## config.mk

```make
export PLATFORM = sky130hd
export DESIGN_NAME = clock_divider_multi
export DESIGN_NICKNAME = d
export VERILOG_FILES = /design/src/rtl/clkdiv_pkg.sv /design/src/rtl/clock_divider_chan.sv /design/src/rtl/clock_divider_multi.sv
export SDC_FILE = /design/constraint.sdc
export NUM_CORES = 1
export LEC_CHECK = 0
export BUFFER_PORTS_ARGS = -buffer_cell sky130_fd_sc_hd__buf_2
export CAP_MARGIN = 40
export CORE_UTILIZATION = 62
export DETAILED_ROUTE_END_ITERATION = 8
export MAX_ROUTING_LAYER = met4
export PLACE_DENSITY = 0.81
export SLEW_MARGIN = 0
export SYNTH_ARGS = -nofsm -noshare
export SYNTH_HDL_FRONTEND = slang
export SYNTH_SLANG_ARGS = --single-unit
```

## constraint.sdc

```tcl
create_clock -name clk -period 4.7 [get_ports clk]
set_input_delay 0.94 -clock clk [delete_from_list [all_inputs] [get_ports clk]]
set_output_delay 0.94 -clock clk [all_outputs]
set_load 0.01 [all_outputs]
```

## src/rtl/clkdiv_pkg.sv

```systemverilog
// Shared constants and types for the multi-channel clock divider.
package clkdiv_pkg;

  localparam int unsigned DEF_CNT_W = 18;
  localparam int unsigned DEF_HALF  = 250000;

  // Per-channel state at the default counter width.
  typedef struct packed {
    logic [DEF_CNT_W-1:0] cnt;
    logic [DEF_CNT_W-1:0] half;
    logic [DEF_CNT_W-1:0] pend_val;
    logic                 pend;
  } chan_state_t;

  // Channel index width, never narrower than one bit.
  function automatic int unsigned ch_width(input int unsigned n);
    return (n > 1) ? $clog2(n) : 1;
  endfunction

endpackage

```

## src/rtl/clock_divider_chan.sv

```systemverilog
// One divider channel: counter, pending half-period register and terminal-count logic.
module clock_divider_chan
  import clkdiv_pkg::*;
#(
  parameter int unsigned CNT_W    = DEF_CNT_W,
  parameter int unsigned RST_HALF = DEF_HALF
) (
  input  logic             clk,
  input  logic             reset_n,
  input  logic             en,
  input  logic             sync,
  input  logic             acc,
  input  logic [CNT_W-1:0] cfg_half,
  output logic             pend,
  output logic             clk_out,
  output logic             tick
);

  typedef struct packed {
    logic [CNT_W-1:0] cnt;
    logic [CNT_W-1:0] half;
    logic [CNT_W-1:0] pend_val;
    logic             pend;
  } state_t;

  state_t q;
  state_t d;
  logic   clk_d;
  logic   tick_d;
  logic   parked;
  logic   tc;

  assign parked = (q.half == '0);
  assign tc     = !parked && (q.cnt == q.half - CNT_W'(1));
  assign pend   = q.pend;

  // Next state: idle (disabled/synced/parked) beats TC, TC beats counting.
  always_comb begin
    d      = q;
    clk_d  = clk_out;
    tick_d = 1'b0;
    if (!en || sync || parked) begin
      d.cnt = '0;
      clk_d = 1'b0;
      if (q.pend) begin
        d.half = q.pend_val;
        d.pend = 1'b0;
      end
    end else if (tc) begin
      d.cnt  = '0;
      clk_d  = !clk_out;
      tick_d = 1'b1;
      if (q.pend) begin
        d.half = q.pend_val;
        d.pend = 1'b0;
      end
    end else begin
      d.cnt = q.cnt + CNT_W'(1);
    end
    // Accept only happens while pend is clear, so it never collides with an apply.
    if (acc) begin
      d.pend_val = cfg_half;
      d.pend     = 1'b1;
    end
  end

  // Channel state and output registers.
  always_ff @(posedge clk or negedge reset_n) begin
    if (!reset_n) begin
      q       <= '{cnt: '0, half: CNT_W'(RST_HALF), pend_val: '0, pend: 1'b0};
      clk_out <= 1'b0;
      tick    <= 1'b0;
    end else begin
      q       <= d;
      clk_out <= clk_d;
      tick    <= tick_d;
    end
  end

endmodule

```

## src/rtl/clock_divider_multi.sv

```systemverilog
// NUM_CH independent run-time programmable clock dividers with shared config port and sync.
module clock_divider_multi
  import clkdiv_pkg::*;
#(
  parameter int unsigned NUM_CH   = 4,
  parameter int unsigned CNT_W    = DEF_CNT_W,
  parameter int unsigned DEF_HALF = clkdiv_pkg::DEF_HALF,
  parameter int unsigned CH_W     = ch_width(NUM_CH)
) (
  input  logic              clk,
  input  logic              reset_n,
  input  logic              cfg_valid,
  output logic              cfg_ready,
  input  logic [CH_W-1:0]   cfg_chan,
  input  logic [CNT_W-1:0]  cfg_half,
  input  logic [NUM_CH-1:0] en,
  input  logic              sync,
  output logic [NUM_CH-1:0] clk_out,
  output logic [NUM_CH-1:0] tick
);

  logic [NUM_CH-1:0] pend;
  logic [NUM_CH-1:0] acc;

  // Ready mux; out-of-range channels are always ready and the write is dropped.
  always_comb begin
    cfg_ready = 1'b1;
    for (int unsigned i = 0; i < NUM_CH; i++) begin
      if (cfg_chan == CH_W'(i)) cfg_ready = !pend[i];
    end
  end

  // Per-channel accept decode.
  always_comb begin
    acc = '0;
    for (int unsigned i = 0; i < NUM_CH; i++) begin
      acc[i] = cfg_valid && cfg_ready && (cfg_chan == CH_W'(i));
    end
  end

  for (genvar g = 0; g < NUM_CH; g++) begin : g_chan
    clock_divider_chan #(
      .CNT_W    (CNT_W),
      .RST_HALF (DEF_HALF)
    ) u_chan (
      .clk      (clk),
      .reset_n  (reset_n),
      .en       (en[g]),
      .sync     (sync),
      .acc      (acc[g]),
      .cfg_half (cfg_half),
      .pend     (pend[g]),
      .clk_out  (clk_out[g]),
      .tick     (tick[g])
    );
  end

endmodule

```

==> impl_metrics.env, run 1 <==
export IMPL_status="completed"
export IMPL_period_share=0.838
export IMPL_setup_viol=0
export IMPL_yosys_top_cells_count="dfrtp_1, mux2_2, nor2_1"
export IMPL_synthToLayoutAreaGrowth_pct=9.62
export IMPL_path_class="reg -> reg"
export IMPL_cpMaxStageDelayCell="or4_1"
export IMPL_start_kind="register"
export IMPL_postPlaceCellArea_um2=12500
export IMPL_drtAntennaViolNets=0
export IMPL_clk_pin_slew_ns=0.06
export IMPL_syn_cell_area_um2=12100
export IMPL_hold_path_class="reg -> reg"
export IMPL_die_y_um=142
export IMPL_postCtsHoldBufs=0
export IMPL_hold_end="g_chan[2].u_chan.q[32]"
export IMPL_coreArea_um2=18900
export IMPL_clock_skew_ns=0.0167
export IMPL_numPortBuffers=36
export IMPL_r2r_slack_ns=0.76
export IMPL_synth_edf_count=0
export IMPL_synthFlopType="dfrtp_1"
export IMPL_grt_overflow=0
export IMPL_r2r_start="g_chan[1].u_chan.q[19]"
export IMPL_fillers=1396
export IMPL_path_common_cell="or4_1"
export IMPL_wl_per_cell_um=18.3
export IMPL_end_kind="register"
export IMPL_grt_pass1_vias=8262
export IMPL_drc=0
export IMPL_vias_per_cell=5.98
export IMPL_clk_latency_ns=0.53
export IMPL_max_stage_delay_ns=0.66
export IMPL_cp_required_ns=5.10
export IMPL_ys_types=75
export IMPL_via_count=8420
export IMPL_syn_inst=1113
export IMPL_initial_utilization=0.640
export IMPL_ys_ff_latch=228
export IMPL_synthTopCellsByArea="dfrtp_1, mux2_2, dfstp_2"
export IMPL_die_w_um=142
export IMPL_post_cts_buffers=0
export IMPL_dieArea_um2=20100
export IMPL_drive_gt1_frac=0.234
export IMPL_clock_sinks=228
export IMPL_seq_area_um2=5740
export IMPL_setup_tns_ns=0
export IMPL_worstHoldPathCells=1
export IMPL_switchingPower_mw=2.13
export IMPL_synth_area_leader_cell="dfrtp_1"
export IMPL_leakagePower_nw=5.45
export IMPL_cap_violations=0
export IMPL_min_from="g_chan[2].u_chan.q[14]"
export IMPL_htreeDepth=1
export IMPL_numCtsBuffers=24
export IMPL_grt_total_usage=0.281
export IMPL_wirelength_um=25800
export IMPL_pwr_share_comb=0.254
export IMPL_p_per_area_nw_per_um2=497
export IMPL_drtIter0Drc=497
export IMPL_clkPwrFrac=0.285
export IMPL_placed_cells=1365
export IMPL_root_buffer="clkbuf_16"
export IMPL_maxSlewHeadroom=0.405
export IMPL_layout_cells_non_filler=1407
export IMPL_r2r_end="g_chan[1].u_chan.q[22]"
export IMPL_multi_input_area_um2=5980
export IMPL_crit_start="g_chan[1].u_chan.q[19]"
export IMPL_synth_fp_nets=1149
export IMPL_sw_frac_of_total=0.324
export IMPL_drt_pass1_iter_count=6
export IMPL_core_rowCount=50
export IMPL_crit_arrival_ns=4.34
export IMPL_path_cells="inv_1, ha_1, nor4b_4, nand4_1, or4_1, o211ai_1, o21ai_0, or4_1, a21boi_4, mux2_2"
export IMPL_timing_fmax_mhz=254
export IMPL_io_pin_count=37
export IMPL_n_antenna_cell=0
export IMPL_path_max_fanout=18
export IMPL_cts_buffer_depth=3
export IMPL_yosys_area_top_type_share=0.414
export IMPL_intPower_mw=4.46
export IMPL_synth_most_common_cell="dfrtp_1"
export IMPL_grt_pass1_wl_um=43200
export IMPL_slew_violations=0
export IMPL_peakVddDrop_uv=313
export IMPL_final_hold_viol_count=0
export IMPL_gp_congestion=0.924
export IMPL_fin_area_um2=13300
export IMPL_synth_warnings=0
export IMPL_cts_tree="built"
export IMPL_cts_resized=0
export IMPL_dp_hpwl_um=18200
export IMPL_async_reset_ff_frac=1.00
export IMPL_nNetsFinal=1167
export IMPL_ys_seq_area_frac=0.475
export IMPL_antenna_found_initial=0
export IMPL_postSynthAreaPerCell_um2=10.9
export IMPL_power_frac_seq=0.461
export IMPL_tightest_slew_ns=0.893
export IMPL_period_needed_ns=3.94
export IMPL_grt_max_degree=124
export IMPL_rsz0062_at_grt="no"
export IMPL_r2r_cells=10
## placed cells by master (no fill, tap or decap), types with 11 or more instances in the layout
cell / count
inv_1: 25
or4_1: 16
and3_1: 19
nor3_1: 26
nand4_1: 25
xnor2_1: 80
a21oi_1: 16
buf_4: 11
clkbuf_16: 24
mux2_2: 123
xor2_1: 77
nand3_1: 48
dfstp_2: 28
nor2_1: 120
buf_2: 35
nand2_1: 50
dfrtp_1: 200
o21ai_0: 16
nor4_1: 18
## state kept, by name, indices dropped and copies added, names as in the netlist
signal / cells
g_chan.u_chan.tick: 4
g_chan.u_chan.clk_out: 4
g_chan.u_chan.q: 216
g_chan.u_chan.pend: 4
## worst max-delay path by stage
stage,end,depth (start not counted),slack [ns]
3_5_place_dp,g_chan[1].u_chan.q[19],10,0.77
4_1_cts,g_chan[1].u_chan.q[22],10,0.75
3_3_place_gp,g_chan[1].u_chan.q[22],10,0.90
5_1_grt,g_chan[1].u_chan.q[20],8,0.54
6_report,g_chan[1].u_chan.q[22],10,0.76
2_1_floorplan,g_chan[1].u_chan.q[27],10,1.23
## area by class of cell
type                    count  share of cell area
inverters                  25             0.00708
flip-flops and latches    228               0.433
well taps                 260              0.0245
repair buffers             51              0.0249
clock inverters             7             0.00755
multi-input cells         801               0.451
clock buffers              35              0.0514
## critical path, delay by kind of cell (launching register included)
family          cells  cell delay [ns]
fa+ha+maj           1             0.22
mux                 1             0.41
buf+inv             1             0.07
flops               1             0.42
simple gates        4             1.82
compound gates      3             0.87
## kinds of logic (layout without fill, tap and decap cells)
| logic type | Yosys count | in the layout | synth area share |
|---|---|---|---|
| adder cells (fa/ha/maj) | 9 | 9 | 0.00911 |
| flip-flops | 228 | 228 | 0.475 |
| buffers and inverters | 84 | 118 | 0.0326 |
| XOR/XNOR | 157 | 157 | 0.114 |
| AO/OA/AOI/OAI | 97 | 97 | 0.0570 |
| AND/OR/NAND/NOR | 390 | 390 | 0.172 |
| multiplexers | 148 | 148 | 0.141 |
## metal layers
metal  vias up  GRT usage  routed length (um)
li1       3974          -                   -
met1      4169      0.385               11500
met2       229      0.442               12200
met3        48     0.0331                1260
met4         0     0.0883                 753
met5         -          -                   0
## power by group through the flow
stage	logic, mW	clock network [mW]	registers [mW]
6_report	1.67	1.88	3.04
5_1_grt	1.86	1.99	3.12
4_1_cts	1.67	1.92	3.03
3_5_place_dp	1.66	0	3.06
3_3_place_gp	1.59	0	3.03
2_1_floorplan	1.50	0	2.76
## metrics by stage
step                setup slack, ns  hold slack (ns)  total power, mW  utilization
floorplan                      1.23            0.454             4.26            -
global placement              0.900            0.464             4.63        0.658
detailed placement            0.767            0.470             4.71        0.660
CTS                           0.746            0.483             6.62        0.702
global route                  0.541            0.511             6.97        0.702
finish                        0.760            0.482             6.59        0.702
Note: power is estimated with default switching activity, not from simulation.
==> run 2, diff against run 1 <==
==> constraint.sdc (replaced) <==
create_clock -name clk -period 3.7 [get_ports clk]
set_input_delay 0.74 -clock clk [delete_from_list [all_inputs] [get_ports clk]]
set_output_delay 0.74 -clock clk [all_outputs]
set_load 0.01 [all_outputs]
==> run 2 against run 1 <==
- global-route usage shrank 0.24 points
- die area is the same
- combinational power up 34%
- total power grew 29%
- via count is essentially flat
- utilization is 0.90 points higher
- wire length up 0.14%
- first-iteration DRC count rose by 10%
- worst setup slack worse by 0.57 ns
- sequential power grew 26%
- highest routed layer unchanged
- non-clock buffer count is 17 higher
- clock-buffer cell count decreased by 2
==> impl_metrics.env, run 2 (same netlist as run 1, synthesis figures left out) <==
export IMPL_io_pin_count=37
export IMPL_layout_cells_non_filler=1426
export IMPL_cts_tree="built"
export IMPL_drtIter0Drc=549
export IMPL_cp_required_ns=4.11
export IMPL_rsz0062_at_grt="no"
export IMPL_nNetsFinal=1184
export IMPL_drtAntennaViolNets=0
export IMPL_status="completed"
export IMPL_max_stage_delay_ns=0.55
export IMPL_wl_per_cell_um=18.1
export IMPL_wirelength_um=25800
export IMPL_r2r_start="g_chan[3].u_chan.q[19]"
export IMPL_final_common_cell="dfrtp_1"
export IMPL_final_hold_viol_count=0
export IMPL_synthToLayoutAreaGrowth_pct=11.0
export IMPL_clock_sinks=228
export IMPL_crit_arrival_ns=3.93
export IMPL_vias_per_cell=5.91
export IMPL_clock_skew_ns=0.0185
export IMPL_grt_pass1_vias=8175
export IMPL_cpMaxStageDelayCell="or4b_4"
export IMPL_r2r_end="g_chan[3].u_chan.q[21]"
export IMPL_n_antenna_cell=0
export IMPL_via_count=8425
export IMPL_gp_congestion=0.910
export IMPL_setup_tns_ns=0
export IMPL_root_buffer="clkbuf_16"
export IMPL_end_kind="register"
export IMPL_dp_hpwl_um=18200
export IMPL_leakagePower_nw=5.56
export IMPL_postCtsHoldBufs=0
export IMPL_core_rowCount=50
export IMPL_die_w_um=142
export IMPL_fin_hold_ws_ns=0.184
export IMPL_period_needed_ns=3.51
export IMPL_slew_violations=0
export IMPL_hold_path_class="in -> async"
export IMPL_post_cts_buffers=0
export IMPL_r2r_slack_ns=0.19
export IMPL_r2r_cells=11
export IMPL_grt_overflow=0
export IMPL_fin_area_um2=13400
export IMPL_drt_pass1_iter_count=5
export IMPL_coreArea_um2=18900
export IMPL_die_y_um=142
export IMPL_clk_latency_ns=0.53
export IMPL_tightest_slew_ns=0.746
export IMPL_drc=0
export IMPL_grt_max_degree=84
export IMPL_period_share=0.950
export IMPL_peakVddDrop_uv=523
export IMPL_dieArea_um2=20100
export IMPL_top_register="g_chan.u_chan.q"
export IMPL_initial_utilization=0.640
export IMPL_maxSlewHeadroom=0.499
export IMPL_htreeDepth=1
export IMPL_clk_pin_slew_ns=0.06
export IMPL_placed_cells=1382
export IMPL_start_kind="register"
export IMPL_grt_pass1_wl_um=42600
export IMPL_timing_fmax_mhz=285
export IMPL_path_max_fanout=10
export IMPL_fillers=1381
export IMPL_postPlaceCellArea_um2=12600
export IMPL_p_per_area_nw_per_um2=634
export IMPL_antenna_found_initial=0
export IMPL_path_class="reg -> reg"
export IMPL_drive_gt1_frac=0.250
export IMPL_grt_total_usage=0.279
export IMPL_path_cells="inv_1, ha_1, or4b_1, o41a_1, a211o_1, nor3_2, nand4_1, or4b_4, o21ai_2, buf_6, mux2_2"
export IMPL_setup_viol=0
export IMPL_cap_violations=0
export IMPL_numPortBuffers=36
export IMPL_largest_reg_flops=216
export IMPL_numCtsBuffers=24
export IMPL_cts_buffer_depth=3
export IMPL_final_cell_mix="dfrtp_1, mux2_2, nor2_1, xnor2_1, xor2_1"
## run 2: worst max-delay path: cells and delay by family (launching register included)
family / cells / cell delay (ns)
AND/OR/NAND/NOR: 4 / 1.34
AO/OA/AOI/OAI: 3 / 0.81
buffers and inverters: 2 / 0.32
adder cells (fa/ha/maj): 1 / 0.15
multiplexers: 1 / 0.34
flip-flops: 1 / 0.44
## run 2: area by class of cell
class	instances	area, um2	share of cell area
Multi-Input combinational cell	801	6000	0.447
Sequential cell	228	5740	0.428
Clock buffer	33	674	0.0502
Timing Repair Buffer	68	454	0.0338
Tap cell	260	325	0.0242
Clock inverter	11	141	0.0105
Inverter	25	93.8	0.00699
## run 2: per-stage QoR
stage / utilization / total power [mW] / worst slack, ns
finish: 0.711 / 8.51 / 0.185
global route: 0.711 / 8.99 / 0.00240
floorplan: - / 5.42 / 0.231
detailed placement: 0.667 / 6.05 / 0.113
CTS: 0.710 / 8.55 / 0.0829
global placement: 0.665 / 5.95 / 0.213
## run 2: worst max-delay path by stage
stage	from	to	slack, ns	cells after the start
6_report	g_chan[3].u_chan.q[19]	g_chan[3].u_chan.q[21]	0.19	11
3_3_place_gp	g_chan[3].u_chan.q[19]	g_chan[3].u_chan.q[19]	0.21	10
4_1_cts	g_chan[3].u_chan.q[19]	g_chan[3].u_chan.q[21]	0.08	11
3_5_place_dp	g_chan[3].u_chan.q[19]	g_chan[3].u_chan.q[21]	0.11	11
2_1_floorplan	g_chan[1].u_chan.q[23]	g_chan[1].u_chan.q[27]	0.23	10
5_1_grt	g_chan[0].u_chan.q[19]	g_chan[0].u_chan.q[27]	0.002	10
## run 2: layer usage
metal	global-route usage	wire, um	vias up
met5	-	0	-
met4	0.0707	626	0
met3	0.0324	1120	42
met2	0.438	12200	175
met1	0.389	11900	4194
li1	-	-	4014
## run 2: repair_timing
action,in CTS,in global routing
endpoints found under the hold margin,0,0
gates resized for setup,0,3
setup endpoints to repair,0,22
## run 2: power breakdown
group / leakage [nW] / internal (mW) / switching [mW]
logic: 2.31 / 1.18 / 1.05
clock network: 0.407 / 1.49 / 0.965
registers: 2.84 / 3.12 / 0.712
